### config.mk
export PLATFORM = sky130hd
export DESIGN_NAME = sm83_irq_ctl
export DESIGN_NICKNAME = d
export VERILOG_FILES = /design/src/rtl/sm83_irq_ctl.sv
export SDC_FILE = /design/constraint.sdc
export NUM_CORES = 1
export LEC_CHECK = 0
export ABC_AREA = 1
export BUFFER_PORTS_ARGS = -buffer_cell sky130_fd_sc_hd__buf_2
export CAP_MARGIN = 5
export CORE_MARGIN = 2
export CORE_UTILIZATION = 35
export CTS_CLUSTER_SIZE = 8
export DETAILED_ROUTE_END_ITERATION = 10
export PLACE_DENSITY = 0.73
export REMOVE_ABC_BUFFERS = 1
export SYNTH_ARGS = -nofsm -noshare
export SYNTH_HDL_FRONTEND = slang
export SYNTH_SLANG_ARGS = --single-unit
export TNS_END_PERCENT = 5
### constraint.sdc
create_clock -name clk -period 2.64 [get_ports clk]
set_clock_uncertainty 0.2 [all_clocks]
set_input_delay 0.264 -clock clk [delete_from_list [all_inputs] [get_ports clk]]
set_output_delay 0.264 -clock clk [all_outputs]
set_load 0.02 [all_outputs]
### src/rtl/sm83_irq_ctl.sv
// sm83_irq_ctl: IF/IE interrupt registers with edge-latched requests,
// core acknowledge clearing, and a registered memory-mapped read port.
module sm83_irq_ctl #(
  parameter int          NUM_IRQS = 5,
  parameter logic [15:0] ADR_IF   = 16'hff0f,
  parameter logic [15:0] ADR_IE   = 16'hffff
) (
  input  logic                clk,
  input  logic                reset,
  input  logic [15:0]         adr,
  input  logic [7:0]          din,
  output logic [7:0]          dout,
  output logic                dout_oe,
  input  logic                rd,
  input  logic                wr,
  input  logic [NUM_IRQS-1:0] req,
  output logic [7:0]          irq,
  input  logic [7:0]          iack
);

  logic [NUM_IRQS-1:0] if_q;
  logic [7:0]          ie_q;
  logic [NUM_IRQS-1:0] req_d;
  logic                wr_d;

  logic                sel_if;
  logic                sel_ie;
  logic                commit;
  logic [NUM_IRQS-1:0] rise;
  logic [7:0]          if_rd;
  logic [7:0]          imask;
  logic                unused_iack;

  assign sel_if = (adr == ADR_IF);
  assign sel_ie = (adr == ADR_IE);
  assign commit = wr & ~wr_d;
  assign rise   = req & ~req_d;

  // IF read image and irq vector; unimplemented bits read 1 / drive 0
  always_comb begin
    if_rd = 8'hff;
    if_rd[NUM_IRQS-1:0] = if_q;
    irq = 8'h00;
    irq[NUM_IRQS-1:0] = if_q & ie_q[NUM_IRQS-1:0];
    imask = 8'h00;
    imask[NUM_IRQS-1:0] = '1;
  end

  // acknowledge bits beyond the implemented sources have no effect
  assign unused_iack = ^(iack & ~imask);

  // register state, edge detection and registered read data
  always_ff @(posedge clk) begin
    if (reset) begin
      if_q    <= '0;
      ie_q    <= 8'h00;
      req_d   <= '0;
      wr_d    <= 1'b0;
      dout    <= 8'hff;
      dout_oe <= 1'b0;
    end else begin
      req_d <= req;
      wr_d  <= wr;
      for (int i = 0; i < NUM_IRQS; i++) begin
        if (rise[i])
          if_q[i] <= 1'b1;
        else if (iack[i])
          if_q[i] <= 1'b0;
        else if (commit && sel_if)
          if_q[i] <= din[i];
      end
      if (commit && sel_ie)
        ie_q <= din;
      if (rd && sel_if) begin
        dout    <= if_rd;
        dout_oe <= 1'b1;
      end else if (rd && sel_ie) begin
        dout    <= ie_q;
        dout_oe <= 1'b1;
      end else begin
        dout    <= 8'hff;
        dout_oe <= 1'b0;
      end
    end
  end

endmodule

==> flow_metrics.env, run 1 <==
export IMPL_setup_tns_final_ns=0
export IMPL_async_flop_share_pct=0
export IMPL_clock_root_buffer="sky130_fd_sc_hd__clkbuf_8"
export IMPL_yosys_area_top_type="sky130_fd_sc_hd__dfxtp_1"
export IMPL_grt_max_degree=22
export IMPL_clk_transition_reported_paths_ns=0.09
export IMPL_core_area_um2=3606
export IMPL_worst_hold_path_type="input pin to flip-flop"
export IMPL_cts_sink_count=28
export IMPL_power_static_leakage_nw=0.8251
export IMPL_tritoncts_num_buffers=3
export IMPL_antenna_violations_before_repair=0
export IMPL_port_buffers=51
export IMPL_fp_row_count=22
export IMPL_cellInternalPower_uw=570.3
export IMPL_synth_area_top_cells="sky130_fd_sc_hd__dfxtp_1, sky130_fd_sc_hd__nand2_1, sky130_fd_sc_hd__inv_1, sky130_fd_sc_hd__nand3_1, sky130_fd_sc_hd__nor2_1"
export IMPL_die_w_um=64.92
export IMPL_synth_seq_cells=28
export IMPL_grt_usage_pct=12.45
export IMPL_ys_seq_area_share_pct=43.16
export IMPL_max_cap_violations=0
export IMPL_drive_gt1_share_pct=26.05
export IMPL_hold_start="req[0]"
export IMPL_synth_cell_types=18
export IMPL_grt_setup_unrepaired="false"
export IMPL_drc_errors=0
export IMPL_worst_ir_drop_vdd_mv=0.3157
export IMPL_initial_core_util_pct=36.02
export IMPL_globalRouteMet2Util_pct=22.29
export IMPL_max_clock_path_buffers=2
export IMPL_yosysWarningCount=0
export IMPL_area_delta_synth_final_pct=24.86
export IMPL_post_route_period_util_pct=58.46
export IMPL_vias=1228
export IMPL_hold_path_depth=3
export IMPL_regToRegStartpoint="wr_d"
export IMPL_timing_critical_path_arrival_ns=1.54
export IMPL_cts_repair_resize_count=0
export IMPL_syn_inst=188
export IMPL_fin_crit_ns=1.543
export IMPL_crit_path_start_kind="flip-flop"
export IMPL_r2r_worst_path_cells=5
export IMPL_syn_mean_instance_area_um2=6.908
export IMPL_dr_pass1_iters=4
export IMPL_final_nets=281
export IMPL_timing_fmax_mhz=648.0
export IMPL_critical_path_reg2reg_endpoint="if_q[3]"
export IMPL_netlist_area_pre_place_um2=1299
export IMPL_total_power_uw=740.2
export IMPL_global_route_usage_met1_pct=15.38
export IMPL_dp_final_hpwl_um=1986
export IMPL_sequentialPowerShare_pct=59.4
export IMPL_power_net_switching_uw=169.8
export IMPL_timing_final_hold_violations=0
export IMPL_synth_top_area_share_pct=43.16
export IMPL_floorplan_io_pins=58
export IMPL_pwr_share_clk_pct=29.7
export IMPL_status="completed"
export IMPL_cts_tree="yes"
export IMPL_timing_critical_path_required_ns=2.64
export IMPL_htree_levels=1
export IMPL_maxSlewViolCount=0
export IMPL_grt_busiest_layer="met2"
export IMPL_drt_wirelength_per_cell_um=8.948
export IMPL_finalWirelength_um=2559
export IMPL_regToRegSetupSlack_ns=1.10
export IMPL_pwrdens_nw_per_um2=456.4
export IMPL_n_antenna_cell=0
export IMPL_gpl_final_weighted_congestion=0.7316
export IMPL_worstSetupEndpointType="flip-flop"
export IMPL_insertion_delay_ns=0.27
export IMPL_grt_first_pass_wirelength_um=4236
export IMPL_drt_initial_drc_count=35
export IMPL_comb_power_share_pct=10.9
export IMPL_floorplan_die_area_um2=4214
export IMPL_path_class="flip-flop to flip-flop"
export IMPL_setup_violations=0
export IMPL_route_antenna_remaining_nets=0
export IMPL_use_met3_pct=3.125
export IMPL_worstPathMaxFanout=10
export IMPL_worst_hold_path_endpoint="req_d[0]"
export IMPL_route_detailed_vias_per_inst=4.294
export IMPL_die_height_um=64.92
export IMPL_synth_edf_count=0
export IMPL_number_of_global_route_vias_before_repair=1059
export IMPL_yosys_most_used_dff="sky130_fd_sc_hd__dfxtp_1"
export IMPL_holdBufCountCts=0
export IMPL_swShare_pct=22.94
export IMPL_post_cts_setup_buffers=0
export IMPL_gr_total_overflow=0
## worst max-delay path by stage
stage	to	slack, ns	start
after floorplan	ie_q[0]	1.25	adr[13]
after global placement	ie_q[1]	0.93	adr[13]
after detailed placement	ie_q[5]	0.91	adr[13]
after CTS	if_q[3]	1.10	wr_d
after global routing	if_q[1]	1.01	wr_d
final	if_q[3]	1.10	wr_d
## worst max-delay path: stages, from the launching register on
cell	delay (ns)
sky130_fd_sc_hd__dfxtp_1	0.31
sky130_fd_sc_hd__nor2_2	0.37
sky130_fd_sc_hd__nand3_2	0.29
sky130_fd_sc_hd__nand2_1	0.13
sky130_fd_sc_hd__nand2_1	0.05
sky130_fd_sc_hd__a21oi_1	0.12
## synth_stat cells, types with 2 or more instances
master / number
sky130_fd_sc_hd__a21oi_1: 13
sky130_fd_sc_hd__o21ai_0: 5
sky130_fd_sc_hd__nor2_2: 2
sky130_fd_sc_hd__dfxtp_1: 28
sky130_fd_sc_hd__nand3_1: 18
sky130_fd_sc_hd__nor2_1: 22
sky130_fd_sc_hd__clkbuf_1: 2
sky130_fd_sc_hd__nand2_1: 52
sky130_fd_sc_hd__nand3b_1: 8
sky130_fd_sc_hd__inv_1: 25
sky130_fd_sc_hd__nand3_2: 3
sky130_fd_sc_hd__nor2_4: 2
sky130_fd_sc_hd__buf_4: 3
## final cells by class
class                      count  area, um^2
clock buffer                   3       41.29
fill                         401        1984
inverter                      26       97.59
multi-input combinational    130       606.8
sequential                    28       560.5
tap                           48       60.06
timing repair buffer          51       255.2
## sequential cells by signal (all words and copies together) (netlist names)
register and cells:
dout_oe 1, req_d 5, ie_q 8, if_q 5
dout 8, wr_d 1
## metrics by stage
stage / cells / worst slack (ns) / util [%] / cell area (um^2) / hold WS [ns]
2_1_floorplan: 184 / 1.252 / - / 1265 / 0.1331
3_3_place_gp: 283 / 0.9274 / 43.82 / 1580 / 0.2353
3_5_place_dp: 283 / 0.9070 / 43.82 / 1580 / 0.2391
4_1_cts: 286 / 1.102 / 44.97 / 1622 / 0.01289
5_1_grt: 286 / 1.012 / 44.97 / 1622 / 0.01963
6_report: 286 / 1.097 / 44.97 / 1622 / 0.01344
## routing by layer
layer | up-vias | wire length (um) | share of wire, %
met4 | 0 | 0 | 0
met2 | 25 | 1181 | 46
met3 | 0 | 115 | 4.5
met5 | - | 0 | 0
li1 | 685 | - | -
met1 | 518 | 1261 | 49
## power groups by stage
stage / Clock [mW] / Sequential [mW] / Combinational (mW)
final: 0.220 / 0.440 / 0.0805
after global routing: 0.245 / 0.441 / 0.0923
after CTS: 0.227 / 0.440 / 0.0812
after detailed placement: 0 / 0.450 / 0.0811
after global placement: 0 / 0.449 / 0.0798
after floorplan: 0 / 0.448 / 0.0412
## placed cells by master (no fill, tap or decap), drive strengths merged
cell type  count
nand3b         8
o21ai          5
conb           3
o21a           1
nor3           1
nor2          26
dfxtp         28
nand3         21
buf           51
clkbuf         3
a21oi         13
nand2         52
inv           26
## cells by family after synthesis
family                 after synthesis  synth area share (%)
AND/OR/NAND/NOR                    108                 38.34
AO/OA/AOI/OAI                       19                 7.514
buffers and inverters               32                 10.69
flip-flops                          28                 43.16
other                                1                0.2887
(Power assumes the default switching activity.)
==> run 2: changes to the inputs <==
Settings changed: PLACE_DENSITY 0.73 to 0.76.
Clock period 2.64 ns to 1.33 ns, I/O delays scaled along.
==> run 2 against run 1 <==
Count of clock-buffer cells in the layout stayed put; register-to-register slack worse by 1.0 ns; worst setup slack worse by 1.0 ns; clock power grew to 3.0 times the previous value; utilization is 8.7 points higher; combinational power grew to 2.7 times the previous value; via count is 11% higher; hold slack worse by 0.011 ns; sequential power is 99% higher; power is 140% higher; final area is 19% higher; final cell count is 10% higher; highest routed layer is now met4.
==> flow_metrics.env, run 2 (synthesis gave the netlist of run 1 again) <==
export IMPL_status="completed"
export IMPL_crit_path_start_kind="flip-flop"
export IMPL_timing_critical_path_arrival_ns=0.92
export IMPL_port_buffers=51
export IMPL_gr_total_overflow=0
export IMPL_hold_start="rd"
export IMPL_final_nets=309
export IMPL_drt_initial_drc_count=21
export IMPL_layout_top_registers="dout x8, ie_q x8"
export IMPL_worst_ir_drop_vdd_mv=0.7582
export IMPL_route_detailed_vias_per_inst=4.311
export IMPL_r2r_worst_path_cells=4
export IMPL_grt_first_pass_wirelength_um=4850
export IMPL_cts_sink_count=28
export IMPL_tritoncts_num_buffers=3
export IMPL_core_area_um2=3606
export IMPL_pwrdens_nw_per_um2=903.5
export IMPL_fp_row_count=22
export IMPL_timing_final_hold_violations=0
export IMPL_comb_power_share_pct=12.4
export IMPL_grt_setup_unrepaired="true"
export IMPL_area_delta_synth_final_pct=48.94
export IMPL_gpl_final_weighted_congestion=0.7711
export IMPL_power_static_leakage_nw=0.9668
export IMPL_sequentialPowerShare_pct=50.0
export IMPL_timing_fmax_mhz=796.4
export IMPL_hold_path_depth=4
export IMPL_route_antenna_remaining_nets=0
export IMPL_swShare_pct=21.21
export IMPL_final_common_cell="sky130_fd_sc_hd__nand2_1"
export IMPL_fin_crit_ns=1.256
export IMPL_mostFrequentLayoutCells="sky130_fd_sc_hd__nand2_1, sky130_fd_sc_hd__buf_2, sky130_fd_sc_hd__dfxtp_1, sky130_fd_sc_hd__inv_1, sky130_fd_sc_hd__nor2_1"
export IMPL_htree_levels=1
export IMPL_initial_core_util_pct=36.02
export IMPL_die_height_um=64.92
export IMPL_insertion_delay_ns=0.27
export IMPL_clk_transition_reported_paths_ns=0.09
export IMPL_worst_hold_path_type="input pin to flip-flop"
export IMPL_drive_gt1_share_pct=26.22
export IMPL_total_power_mw=1.748
export IMPL_die_w_um=64.92
export IMPL_power_net_switching_uw=370.7
export IMPL_dp_final_hpwl_um=2148
export IMPL_clock_root_buffer="sky130_fd_sc_hd__clkbuf_8"
export IMPL_max_clock_path_buffers=2
export IMPL_regToRegStartpoint="wr_d"
export IMPL_setup_tns_final_ns=0
export IMPL_vias=1358
export IMPL_finalWirelength_um=2835
export IMPL_timing_critical_path_required_ns=1.00
export IMPL_number_of_global_route_vias_before_repair=1234
export IMPL_floorplan_die_area_um2=4214
export IMPL_worstSetupEndpointType="primary output"
export IMPL_n_antenna_cell=0
export IMPL_path_class="flip-flop to primary output"
export IMPL_drc_errors=0
export IMPL_cellInternalPower_mw=1.377
export IMPL_grt_usage_pct=14.37
export IMPL_antenna_violations_before_repair=0
export IMPL_post_route_period_util_pct=94.41
export IMPL_max_cap_violations=0
export IMPL_dr_pass1_iters=4
export IMPL_grt_max_degree=17
export IMPL_worstSetupStartpoint="if_q[3]"
export IMPL_maxSlewViolCount=0
export IMPL_setup_violations=0
export IMPL_drt_wirelength_per_cell_um=9.000
export IMPL_pwr_share_clk_pct=37.6
export IMPL_floorplan_io_pins=58
export IMPL_worstPathMaxFanout=3
export IMPL_cts_tree="yes"
-- run 2: path summary, 6_finish.rpt --
| check | slack, ns | end |
|---|---|---|
| max | 0.07 | irq[3] |
| min | 0.003 | dout[1] |
| max reg2reg | 0.08 | ie_q[6] |
| min reg2reg | 0.26 | dout[5] |
-- run 2: routing by layer --
metal	vias to the layer above	part of all wire, %	GRT usage (%)
met5	-	0	0
met4	0	0.42	3.723
met3	2	4.9	3.299
met2	32	49	26.29
met1	589	45	16.70
li1	735	-	-
-- run 2: cell type report --
cell class                 count  area, um^2
fill                         358        1672
timing repair buffer          79       530.5
clock inverter                 1       30.03
tap                           48       60.06
multi-input combinational    130       614.3
inverter                      26       97.59
clock buffer                   3       41.29
sequential                    28       560.5
-- run 2: power by group through the flow --
stage,Sequential (mW),Clock [mW],Combinational [mW]
after global placement,0.893,0,0.164
after global routing,0.877,0.707,0.246
final,0.874,0.657,0.216
after CTS,0.874,0.677,0.216
after detailed placement,0.894,0,0.168
after floorplan,0.889,0,0.0819
-- run 2: what timing repair did --
action                                 4_1_cts  5_1_grt
gates resized for setup                      0        1
setup endpoints to repair                    0        5
hold buffers                                21        0
endpoints found under the hold margin       20        0
buffers inserted                             0        0
-- run 2: stage by stage --
| stage | setup slack, ns | utilization [%] | hold WS [ns] | instance area [um^2] | instances |
|---|---|---|---|---|---|
| 2_1_floorplan | 0.07346 | - | 0.002066 | 1265 | 184 |
| 4_1_cts | 0.03322 | 53.44 | 0.001905 | 1927 | 315 |
| 3_3_place_gp | -0.009500 | 45.63 | 0.1556 | 1645 | 290 |
| 3_5_place_dp | -0.01603 | 45.63 | 0.1631 | 1645 | 290 |
| 5_1_grt | -0.008810 | 53.64 | 0.02318 | 1934 | 315 |
| 6_report | 0.07437 | 53.64 | 0.002739 | 1934 | 315 |
-- run 2: critical path, cell delays in order (launching register included) --
cell and delay, ns:
sky130_fd_sc_hd__dfxtp_1 0.37, sky130_fd_sc_hd__nand2_1 0.06, sky130_fd_sc_hd__inv_1 0.06, sky130_fd_sc_hd__buf_2 0.15
